### config.mk
export PLATFORM = sky130hd
export DESIGN_NAME = lap_controller
export DESIGN_NICKNAME = d
export VERILOG_FILES = /design/src/rtl/lap_controller.sv
export SDC_FILE = /design/constraint.sdc
export NUM_CORES = 1
export LEC_CHECK = 0
export CAP_MARGIN = 15
export CORE_UTILIZATION = 23
export CTS_BUF_LIST = sky130_fd_sc_hd__clkbuf_16
export CTS_CLUSTER_DIAMETER = 200
export CTS_CLUSTER_SIZE = 30
export DETAILED_ROUTE_END_ITERATION = 8
export SYNTH_ARGS = -nofsm -noshare
export SYNTH_HDL_FRONTEND = slang
export SYNTH_SLANG_ARGS = --single-unit
### constraint.sdc
create_clock -name clk -period 5.1 [get_ports clk]
set_clock_uncertainty 0.2 [all_clocks]
set_input_delay 1.02 -clock clk [delete_from_list [all_inputs] [get_ports clk]]
set_output_delay 1.02 -clock clk [all_outputs]
set_load 0.03 [all_outputs]
### src/rtl/lap_controller.sv
// Stopwatch run-state/lap sequencer: owns the live ms count, gates the 1 ms generator, stores LAPS lap times.
// Optional LAP_SPLIT_EN: laps hold split times (delta to previous capture) instead of cumulative times.
module lap_controller #(
  parameter int TW   = 20,
  parameter int LAPS = 8,
  parameter int TMAX = 999999
) (
  input  logic                       clk,
  input  logic                       KEY2,
  input  logic                       key_start,
  input  logic                       key_lap,
  input  logic                       tick_1ms,
  output logic                       run_en,
  output logic [TW-1:0]              t_live,
  output logic [TW-1:0]              t_disp,
  output logic [$clog2(LAPS+1)-1:0]  lap_cnt,
  output logic [$clog2(LAPS)-1:0]    lap_idx,
  output logic                       lap_full,
  output logic [1:0]                 state
);

  localparam int CW = $clog2(LAPS+1);
  localparam int IW = $clog2(LAPS);
  localparam logic [TW-1:0] TMAX_V = TW'(TMAX);
  localparam logic [CW-1:0] LAPS_V = CW'(LAPS);

  typedef enum logic [1:0] {IDLE = 2'd0, RUN = 2'd1, HOLD = 2'd2, REVIEW = 2'd3} state_t;

  state_t          state_q, state_d;
  logic [TW-1:0]   t_live_q, t_live_d;
  logic [CW-1:0]   lap_cnt_q, lap_cnt_d;
  logic [IW-1:0]   lap_idx_q, lap_idx_d;
  logic [TW-1:0]   mem_q [LAPS];
  logic [TW-1:0]   mem_d [LAPS];
  logic            lap_ev;
  logic [TW-1:0]   t_tick;
  logic [TW-1:0]   cap_val;
`ifdef LAP_SPLIT_EN
  logic [TW-1:0]   last_cap_q, last_cap_d;
`endif

  always_comb begin
    // key_start always wins a same-cycle collision
    lap_ev    = key_lap & ~key_start;
    t_tick    = (t_live_q < TMAX_V) ? t_live_q + 1'b1 : TMAX_V;
    state_d   = state_q;
    t_live_d  = t_live_q;
    lap_cnt_d = lap_cnt_q;
    lap_idx_d = lap_idx_q;
    mem_d     = mem_q;
    cap_val   = '0;
`ifdef LAP_SPLIT_EN
    last_cap_d = last_cap_q;
`endif
    case (state_q)
      IDLE: begin
        if (key_start) state_d = RUN;
      end
      RUN: begin
        if (tick_1ms) begin
          t_live_d = t_tick;
          if (t_tick == TMAX_V) state_d = HOLD;
        end
        if (key_start) begin
          state_d = HOLD;
        end else if (lap_ev && (lap_cnt_q < LAPS_V)) begin
          // capture uses the post-edge time so a coincident tick is included
`ifdef LAP_SPLIT_EN
          cap_val    = t_live_d - last_cap_q;
          last_cap_d = t_live_d;
`else
          cap_val    = t_live_d;
`endif
          mem_d[IW'(lap_cnt_q)] = cap_val;
          lap_cnt_d = lap_cnt_q + 1'b1;
        end
      end
      HOLD: begin
        if (key_start) begin
          state_d = RUN;
        end else if (lap_ev) begin
          if (lap_cnt_q != '0) begin
            state_d   = REVIEW;
            lap_idx_d = '0;
          end else begin
            state_d  = IDLE;
            t_live_d = '0;
`ifdef LAP_SPLIT_EN
            last_cap_d = '0;
`endif
          end
        end
      end
      REVIEW: begin
        if (key_start) begin
          state_d   = IDLE;
          t_live_d  = '0;
          lap_cnt_d = '0;
          lap_idx_d = '0;
`ifdef LAP_SPLIT_EN
          last_cap_d = '0;
`endif
        end else if (lap_ev) begin
          if ((CW'(lap_idx_q) + 1'b1) < lap_cnt_q) begin
            lap_idx_d = lap_idx_q + 1'b1;
          end else begin
            state_d   = HOLD;
            lap_idx_d = '0;
          end
        end
      end
      default: state_d = IDLE;
    endcase
  end

  always_ff @(posedge clk or negedge KEY2) begin
    if (!KEY2) begin
      state_q   <= IDLE;
      t_live_q  <= '0;
      lap_cnt_q <= '0;
      lap_idx_q <= '0;
      for (int i = 0; i < LAPS; i++) mem_q[i] <= '0;
`ifdef LAP_SPLIT_EN
      last_cap_q <= '0;
`endif
    end else begin
      state_q   <= state_d;
      t_live_q  <= t_live_d;
      lap_cnt_q <= lap_cnt_d;
      lap_idx_q <= lap_idx_d;
      mem_q     <= mem_d;
`ifdef LAP_SPLIT_EN
      last_cap_q <= last_cap_d;
`endif
    end
  end

  assign run_en   = (state_q == RUN);
  assign t_live   = t_live_q;
  assign t_disp   = (state_q == REVIEW) ? mem_q[lap_idx_q] : t_live_q;
  assign lap_cnt  = lap_cnt_q;
  assign lap_idx  = lap_idx_q;
  assign lap_full = (lap_cnt_q == LAPS_V);
  assign state    = state_q;

endmodule

==> impl_metrics.ini, run 1 <==
[run_status]
outcome = finished, final reports clean

[power_and_ir_drop]
switching_share = 0.322
p_seq_frac = 0.433
ir_drop_mv = 0.216
p_leak_nw = 4.46
powerDensity_nw_per_um2 = 370
power_frac_comb = 0.216
p_sw_mw = 1.31
p_int_mw = 2.77
power_frac_clock = 0.351

[die]
die_area_um2 = 41400
die_w_um = 204
coreArea_um2 = 39900
start_util = 0.234
rows = 73
pin_count = 56
die_y_um = 204

[sta]
grt_setup_unrepaired = false
worstMarginPinSlew_ps = 1010
hold-worst-slack_ps = 276
tns_ps = 0
setup_viol = 0
post-route-min-period_ps = 4570
slew_violations = 0
worst_slack_ps = 527
hold_viol_final = 0
finalCritPeriodShare = 0.897
maxSlewHeadroom = 0.328
fmaxAchievable_mhz = 219

[route]
drc_errors = 0
viasPerCell = 4.71
wirelength_um = 23600
wl_per_cell_um = 16.2
drt_iter0_drc = 449
vias = 6845
drtPass1Iterations = 6
ant_nets = 0

[placement]
routabilityCongestion = 0.827
port_buffers = 55
detailed_place_hpwl_um = 15500
post-place-cells = 1421
place_ws_ps = 911
dpl_cell_area_um2 = 10400

[hold_path]
hold_class = reg -> reg
holdPathStages = 2

[final_layout]
diodes = 0
design_area_um2 = 11000
syn_to_final_growth_pct = 18.2
fin_cells = 1453
fin_nets = 927
fill_cells = 4094
layout_common_cells = 198 x nand2_1, 187 x dfrtp_1, 180 x o21ai_0
drive_gt1_frac = 0.151
layout_commonest_cell = nand2_1

[synthesis]
ys_seq_area_frac = 0.506
synth_top_area_cell = dfrtp_1
synth_top_area_frac = 0.506
netlist_area_um2 = 9340
synth_edf_count = 0
synth_fp_nets = 906
synth.distinct_cells = 63
yosysWarnings = 0
ys.flop_type = dfrtp_1
syn_area_per_cell_um2 = 10.4
ys_ff_latch = 189
syn_inst = 894
synthTopCellsByArea = dfrtp_1 51%, mux4_2 9.6%, o21ai_0 9.6%
synthArstFlopShare = 1.00

[flow_run]
cap_violations = 0

[clocking]
clk_pin_slew_ps = 70
cts_tree = yes
numCtsBuffers = 17
cts_setup_buffers = 0
postCtsHoldBufs = 0
ctsResizeCount = 0
clk_latency_ps = 430
ctsHtreeMaxLevel = 4
clockBufferDepth = 2
cts_root_buf = clkbuf_16
cts_sinks = 189

[grt]
antenna_found_initial = 0
grt_max_degree = 112
grt-ovfl-total = 0
grt_pass1_vias = 6865
grt_pass1_wl_um = 38500
grt_usage = 0.119

[setup_path]
end_kind = output pin
crit_fanout = 29
required_ps = 3880
worstPathArrival_ps = 3350
r2r_cells = 11
start_kind = flip-flop
crit_type = reg -> out
==> critical path, stage by stage (launching register included) <==
cell,delay [ps]
dfrtp_2,1030
buf_4,380
mux4_2,520
mux2i_1,230
o21ai_0,130
clkdlybuf4s50_1,620
==> state kept, by name, indices dropped and copies added, names as in the netlist <==
register	cells
lap_cnt	4
lap_idx	3
mem_q	160
state	2
t_live	20
==> worst paths after layout <==
path                                         from                     to  slack (ps)
setup reg to reg           lap_idx[0]$_DFFE_PN0P_   state[0]$_DFFE_PN0P_        1520
hold / removal              mem_q[50]$_DFFE_PN0P_  mem_q[50]$_DFFE_PN0P_         280
max in group asynchronous                    KEY2  mem_q[44]$_DFFE_PN0P_        3220
min in group asynchronous                    KEY2  mem_q[95]$_DFFE_PN0P_         520
setup / recovery           lap_idx[0]$_DFFE_PN0P_             t_disp[17]         530
hold reg to reg             mem_q[50]$_DFFE_PN0P_  mem_q[50]$_DFFE_PN0P_         280
==> logic make-up (layout without fill, tap and decap cells) <==
logic type / Yosys count / in the layout / share of synthesized area
AND/OR/NAND/NOR: 286 / 286 / 0.139
XOR/XNOR: 7 / 7 / 0.00656
buffers and inverters: 78 / 112 / 0.0351
adder cells (fa/ha/maj): 7 / 7 / 0.00938
multiplexers: 91 / 91 / 0.155
flip-flops: 189 / 189 / 0.506
AO/OA/AOI/OAI: 236 / 236 / 0.148
==> final cells by class <==
cell class,instances,area [µm²],area share
flip-flops and latches,189,4730,0.429
repair buffers,73,702,0.0636
multi-input cells,627,4280,0.388
clock inverters,15,211,0.0192
well taps,525,657,0.0595
clock buffers,17,425,0.0385
inverters,7,26.3,0.00238
==> power groups by stage <==
stage               Clock (mW)  Sequential [mW]  Combinational, mW
floorplan                    0             1.77              0.583
global placement             0             1.80              0.884
detailed placement           0             1.80              0.892
CTS                       1.46             1.77              0.894
global route              1.52             1.80              0.973
finish                    1.43             1.77              0.883
==> cell usage after synthesis, types with 4 or more instances <==
| master | number |
|---|---|
| mux2_1 | 5 |
| nand3_1 | 10 |
| inv_1 | 5 |
| mux2i_1 | 21 |
| a22oi_2 | 6 |
| nand2b_1 | 5 |
| o21a_1 | 4 |
| a22o_1 | 6 |
| and3_1 | 11 |
| mux2_2 | 25 |
| buf_2 | 16 |
| o22ai_1 | 5 |
| dfrtp_1 | 189 |
| buf_1 | 4 |
| a21oi_1 | 11 |
| nor3_1 | 6 |
| nand4_1 | 12 |
| ha_1 | 7 |
| clkbuf_1 | 48 |
| and2_1 | 7 |
| xnor2_1 | 4 |
| mux4_2 | 40 |
| o21ai_0 | 180 |
| nor2_1 | 15 |
| nand2_1 | 198 |
==> stage by stage <==
stage,utilization,total power [mW]
finish,0.277,4.08
global route,0.277,4.29
CTS,0.277,4.13
detailed placement,0.261,2.69
global placement,0.261,2.68
floorplan,-,2.35
==> layer usage <==
metal | up-vias | wire (µm) | global-route usage
met4 | 0 | 360 | 0.0384
met5 | - | 0 | 0
met1 | 3443 | 10800 | 0.158
met3 | 30 | 843 | 0.0177
li1 | 3225 | - | -
met2 | 147 | 11600 | 0.199
(Power assumes the default switching activity.)
==> run 2: changes to the inputs <==
DONT_BUFFER_PORTS = 1   (was unset)
TNS_END_PERCENT = 100   (was unset)
==> run 2 against run 1 <==
Net effect: non-clock buffer count down 38; sequential share of layout area increased by 2.1 points; cell area decreased by 4.5%; flip-flop and latch count unchanged; via count shrank 2.5%; power decreased by 6.1%; first-iteration DRC count increased by 37%; wire length is the same.
==> impl_metrics.ini, run 2 (synthesis gave the netlist of run 1 again) <==
[power_and_ir_drop]
power_mw = 3.84
p_leak_nw = 4.32
powerDensity_nw_per_um2 = 364
ir_drop_mv = 0.255

[clocking]
numCtsBuffers = 17
postCtsHoldBufs = 0
clk_pin_slew_ps = 70
cts_root_buf = clkbuf_16
ctsResizeCount = 0
cts_tree = yes
cts_sinks = 189
clockBufferDepth = 2
ctsHtreeMaxLevel = 4
cts_setup_buffers = 0
clk_latency_ps = 440

[grt]
grt_usage = 0.119
grt_busiest_layer = met2
grt_use_met2 = 0.202
grt-ovfl-total = 0
grt_max_degree = 190
antenna_found_initial = 0
grt_use_met3 = 0.0203
gr-usage-met1 = 0.152
grt_pass1_wl_um = 38000
grt_pass1_vias = 6593

[die]
coreArea_um2 = 39900
die_y_um = 204
die_w_um = 204
pin_count = 56
die_area_um2 = 41400
rows = 73
start_util = 0.234

[final_layout]
syn_to_final_growth_pct = 12.8
layout_commonest_cell = nand2_1
diodes = 0
layout_common_cells = 198 x nand2_1, 186 x dfrtp_1, 180 x o21ai_0
design_area_um2 = 10500
fin_nets = 889
drive_gt1_frac = 0.174
regMostFlops = mem_q
largest_reg_flops = 160

[placement]
dpl_cell_area_um2 = 9970
routabilityCongestion = 0.809
detailed_place_hpwl_um = 15700
port_buffers = 0

[setup_path]
path_depth = 4
rrSetupSlack_ps = 1450
crit_slowest_cell = dfrtp_4
crit_end = t_disp[7]
crit_fanout = 45
rr_endpoint = mem_q[35]$_DFFE_PN0P_
start_kind = flip-flop
end_kind = output pin
worstPathArrival_ps = 2760
crit_buf_inv = 1
path_cells = mux4_2 > mux2i_1 > o21ai_0 > buf_4
crit_type = reg -> out
critPathTopFamily = flip-flops
required_ps = 3880
max_stage_delay_ps = 1070
r2r_cells = 5
crit_start = lap_idx[0]$_DFFE_PN0P_
r2r_start = state[0]$_DFFE_PN0P_

[sta]
worstMarginPinSlew_ps = 1010
fmaxAchievable_mhz = 251
post-route-min-period_ps = 3980
grt_setup_unrepaired = false
tns_ps = 0
slew_violations = 0
finalCritPeriodShare = 0.781
setup_viol = 0
maxSlewHeadroom = 0.327
hold_viol_final = 0

[route]
wirelength_um = 23600
viasPerCell = 4.72
drtPass1Iterations = 5
vias = 6675
wl_per_cell_um = 16.7
ant_nets = 0
drt_iter0_drc = 614
drc_errors = 0

[hold_path]
hold_class = in -> async

[flow_run]
cap_violations = 0

[run_status]
outcome = finished, final reports clean
[run 2: layout make-up]
class | instances | area (µm²)
fill | 4180 | 29400
sequential | 189 | 4740
multi-input combinational | 627 | 4280
tap | 525 | 657
clock buffer | 17 | 425
timing repair buffer | 35 | 263
clock inverter | 15 | 150
inverter | 7 | 26.3
[run 2: worst reg2reg max path, delay by kind of cell (launching register included)]
family | cells | cell delay [ps]
simple gates | 4 | 2060
flops | 1 | 700
mux | 1 | 560
[run 2: power breakdown]
part | internal [mW] | switching, mW
combinational | 0.252 | 0.413
sequential | 1.60 | 0.267
clock | 0.720 | 0.583
[run 2: worst min-delay path by stage]
| stage | depth (start not counted) | from | endpoint |
|---|---|---|---|
| finish | 0 | KEY2 | mem_q[152]$_DFFE_PN0P_ |
| global route | 0 | KEY2 | mem_q[152]$_DFFE_PN0P_ |
| CTS | 0 | KEY2 | mem_q[152]$_DFFE_PN0P_ |
| detailed placement | 2 | mem_q[118]$_DFFE_PN0P_ | mem_q[118]$_DFFE_PN0P_ |
| global placement | 2 | mem_q[78]$_DFFE_PN0P_ | mem_q[78]$_DFFE_PN0P_ |
| floorplan | 2 | mem_q[118]$_DFFE_PN0P_ | mem_q[118]$_DFFE_PN0P_ |
[run 2: per-layer routing]
metal	vias to the layer above	wire length, µm	share of wire
met4	0	312	0.013
met1	3359	10500	0.44
met3	19	991	0.042
li1	3149	-	-
met5	-	0	0
met2	148	11800	0.50
[run 2: per-stage QoR]
step                utilization  hold WS (ps)  setup WS, ps  instances
floorplan                     -           241          1520        894
global placement          0.250           256          1460       1383
detailed placement        0.250           263          1410       1383
CTS                       0.264          72.4          1020       1415
global route              0.264          76.0           945       1415
finish                    0.264          96.1          1120       1415
==> run 3: changes to the inputs <==
clock period = 3.7 ns   (was 5.1 ns; I/O delays follow)
==> run 3 against run 2 <==
Net effect: the flow now finishes with violations (negative hold slack); die area unchanged; sequential power increased by 32%; wire length rose by 4.9%; utilization grew 0.42 points; clock power grew 30%; non-clock buffer count increased by 25; register-to-register slack got worse by 980 ps; critical endpoint is now t_disp[13].
==> impl_metrics.ini, run 3 (synthesis gave the netlist of run 1 again) <==
[clocking]
numCtsBuffers = 17
clockBufferDepth = 2
cts_tree = yes
cts_sinks = 189
clk_latency_ps = 440
clk_pin_slew_ps = 60
ctsHtreeMaxLevel = 4
ctsResizeCount = 0
cts_root_buf = clkbuf_16

[final_layout]
final_util = 0.268
register_area_um2 = 4740
largest_reg_flops = 160
fin_cells = 1438
regMostFlops = mem_q
multi_input_comb_area_um2 = 4280
drive_gt1_frac = 0.192
design_area_um2 = 10700
diodes = 0
fin_nets = 914
layout_common_cells = 198 x nand2_1, 186 x dfrtp_1, 180 x o21ai_0
layout_commonest_cell = nand2_1
fill_cells = 4144
syn_to_final_growth_pct = 14.6

[flow_run]
cap_violations = 0

[run_status]
outcome = finished, violations left
violations = negative hold slack

[hold_path]
hold_class = in -> async

[setup_path]
start_kind = flip-flop
crit_type = reg -> out
worstPathArrival_ps = 2400
required_ps = 2760
r2r_cells = 8
end_kind = output pin
crit_fanout = 15

[route]
wirelength_um = 24800
ant_nets = 0
vias = 6840
drc_errors = 0
viasPerCell = 4.76
drt_iter0_drc = 569
drtPass1Iterations = 6
wl_per_cell_um = 17.2

[die]
rows = 73
coreArea_um2 = 39900
die_w_um = 204
start_util = 0.234
pin_count = 56
die_y_um = 204
die_area_um2 = 41400

[sta]
maxSlewHeadroom = 0.378
hold_viol_final = 189
worstMarginPinSlew_ps = 921
setup_viol = 0
grt_setup_unrepaired = false
hold-worst-slack_ps = -176
fmaxAchievable_mhz = 299
post-route-min-period_ps = 3340
tns_ps = 0
finalCritPeriodShare = 0.903
slew_violations = 0

[grt]
grt-ovfl-total = 0
grt_usage = 0.121
grt_pass1_vias = 6693
grt_max_degree = 190
antenna_found_initial = 0
grt_pass1_wl_um = 38900

[placement]
detailed_place_hpwl_um = 16600
port_buffers = 0
routabilityCongestion = 0.830
dpl_cell_area_um2 = 10200
post-place-cells = 1407

[power_and_ir_drop]
powerDensity_nw_per_um2 = 492
p_leak_nw = 4.44
ir_drop_mv = 0.331
-- run 3: changes by cell type in the layout (fill, tap and decap cells not counted), sizes merged --
| cell | change |
|---|---|
| bufinv | -1 |
| clkinv | -1 |
| buf | +25 |
-- run 3: what timing repair did --
action	4_1_cts	5_1_grt
setup endpoints to repair	0	2
hold endpoints to repair	189	189
buffers inserted	0	1
-- run 3: per-stage QoR --
stage / worst slack (ps) / total power, mW / hold slack, ps
detailed placement: 500 / 3.61 / 264
global placement: 575 / 3.58 / 256
floorplan: 396 / 3.24 / 241
finish: 358 / 5.27 / -176
CTS: 119 / 5.30 / -203
global route: 231 / 5.52 / -198
-- run 3: path summary, 6_finish.rpt --
kind | from | end | slack (ps)
max | lap_idx[0]$_DFFE_PN0P_ | t_disp[13] | 360
min | KEY2 | mem_q[115]$_DFFE_PN0P_ | -180
max reg2reg | t_live[0]$_DFFE_PN0P_ | mem_q[152]$_DFFE_PN0P_ | 470
min reg2reg | mem_q[119]$_DFFE_PN0P_ | mem_q[119]$_DFFE_PN0P_ | 280
max in group asynchronous | KEY2 | mem_q[62]$_DFFE_PN0P_ | 3160
min in group clk | key_start | lap_cnt[2]$_DFFE_PN0P_ | 180
-- run 3: final cells by class --
| class | count | area share |
|---|---|---|
| flip-flops and latches | 189 | 0.442 |
| repair buffers | 60 | 0.0444 |
| well taps | 525 | 0.0613 |
| multi-input cells | 627 | 0.400 |
| clock inverters | 13 | 0.00970 |
| inverters | 7 | 0.00245 |
| clock buffers | 17 | 0.0397 |
-- run 3: per-layer routing --
layer | global-route usage | part of all wire
met1 | 0.153 | 0.43
met2 | 0.211 | 0.50
met3 | 0.0203 | 0.046
met4 | 0.0384 | 0.016
met5 | 0 | 0
-- run 3: critical path, cell delays in order, from the launching register on --
cell     delay (ps)
dfrtp_4         650
buf_4           260
mux4_2          510
mux2i_1         230
o21ai_0         130
buf_4           180
-- run 3: power breakdown --
group | total [mW] | leakage [nW] | internal, mW | switching, mW
combinational | 1.11 | 1.57 | 0.409 | 0.703
sequential | 2.47 | 2.62 | 2.21 | 0.257
clock | 1.69 | 0.256 | 0.910 | 0.781
total | 5.27 | 4.44 | 3.53 | 1.74
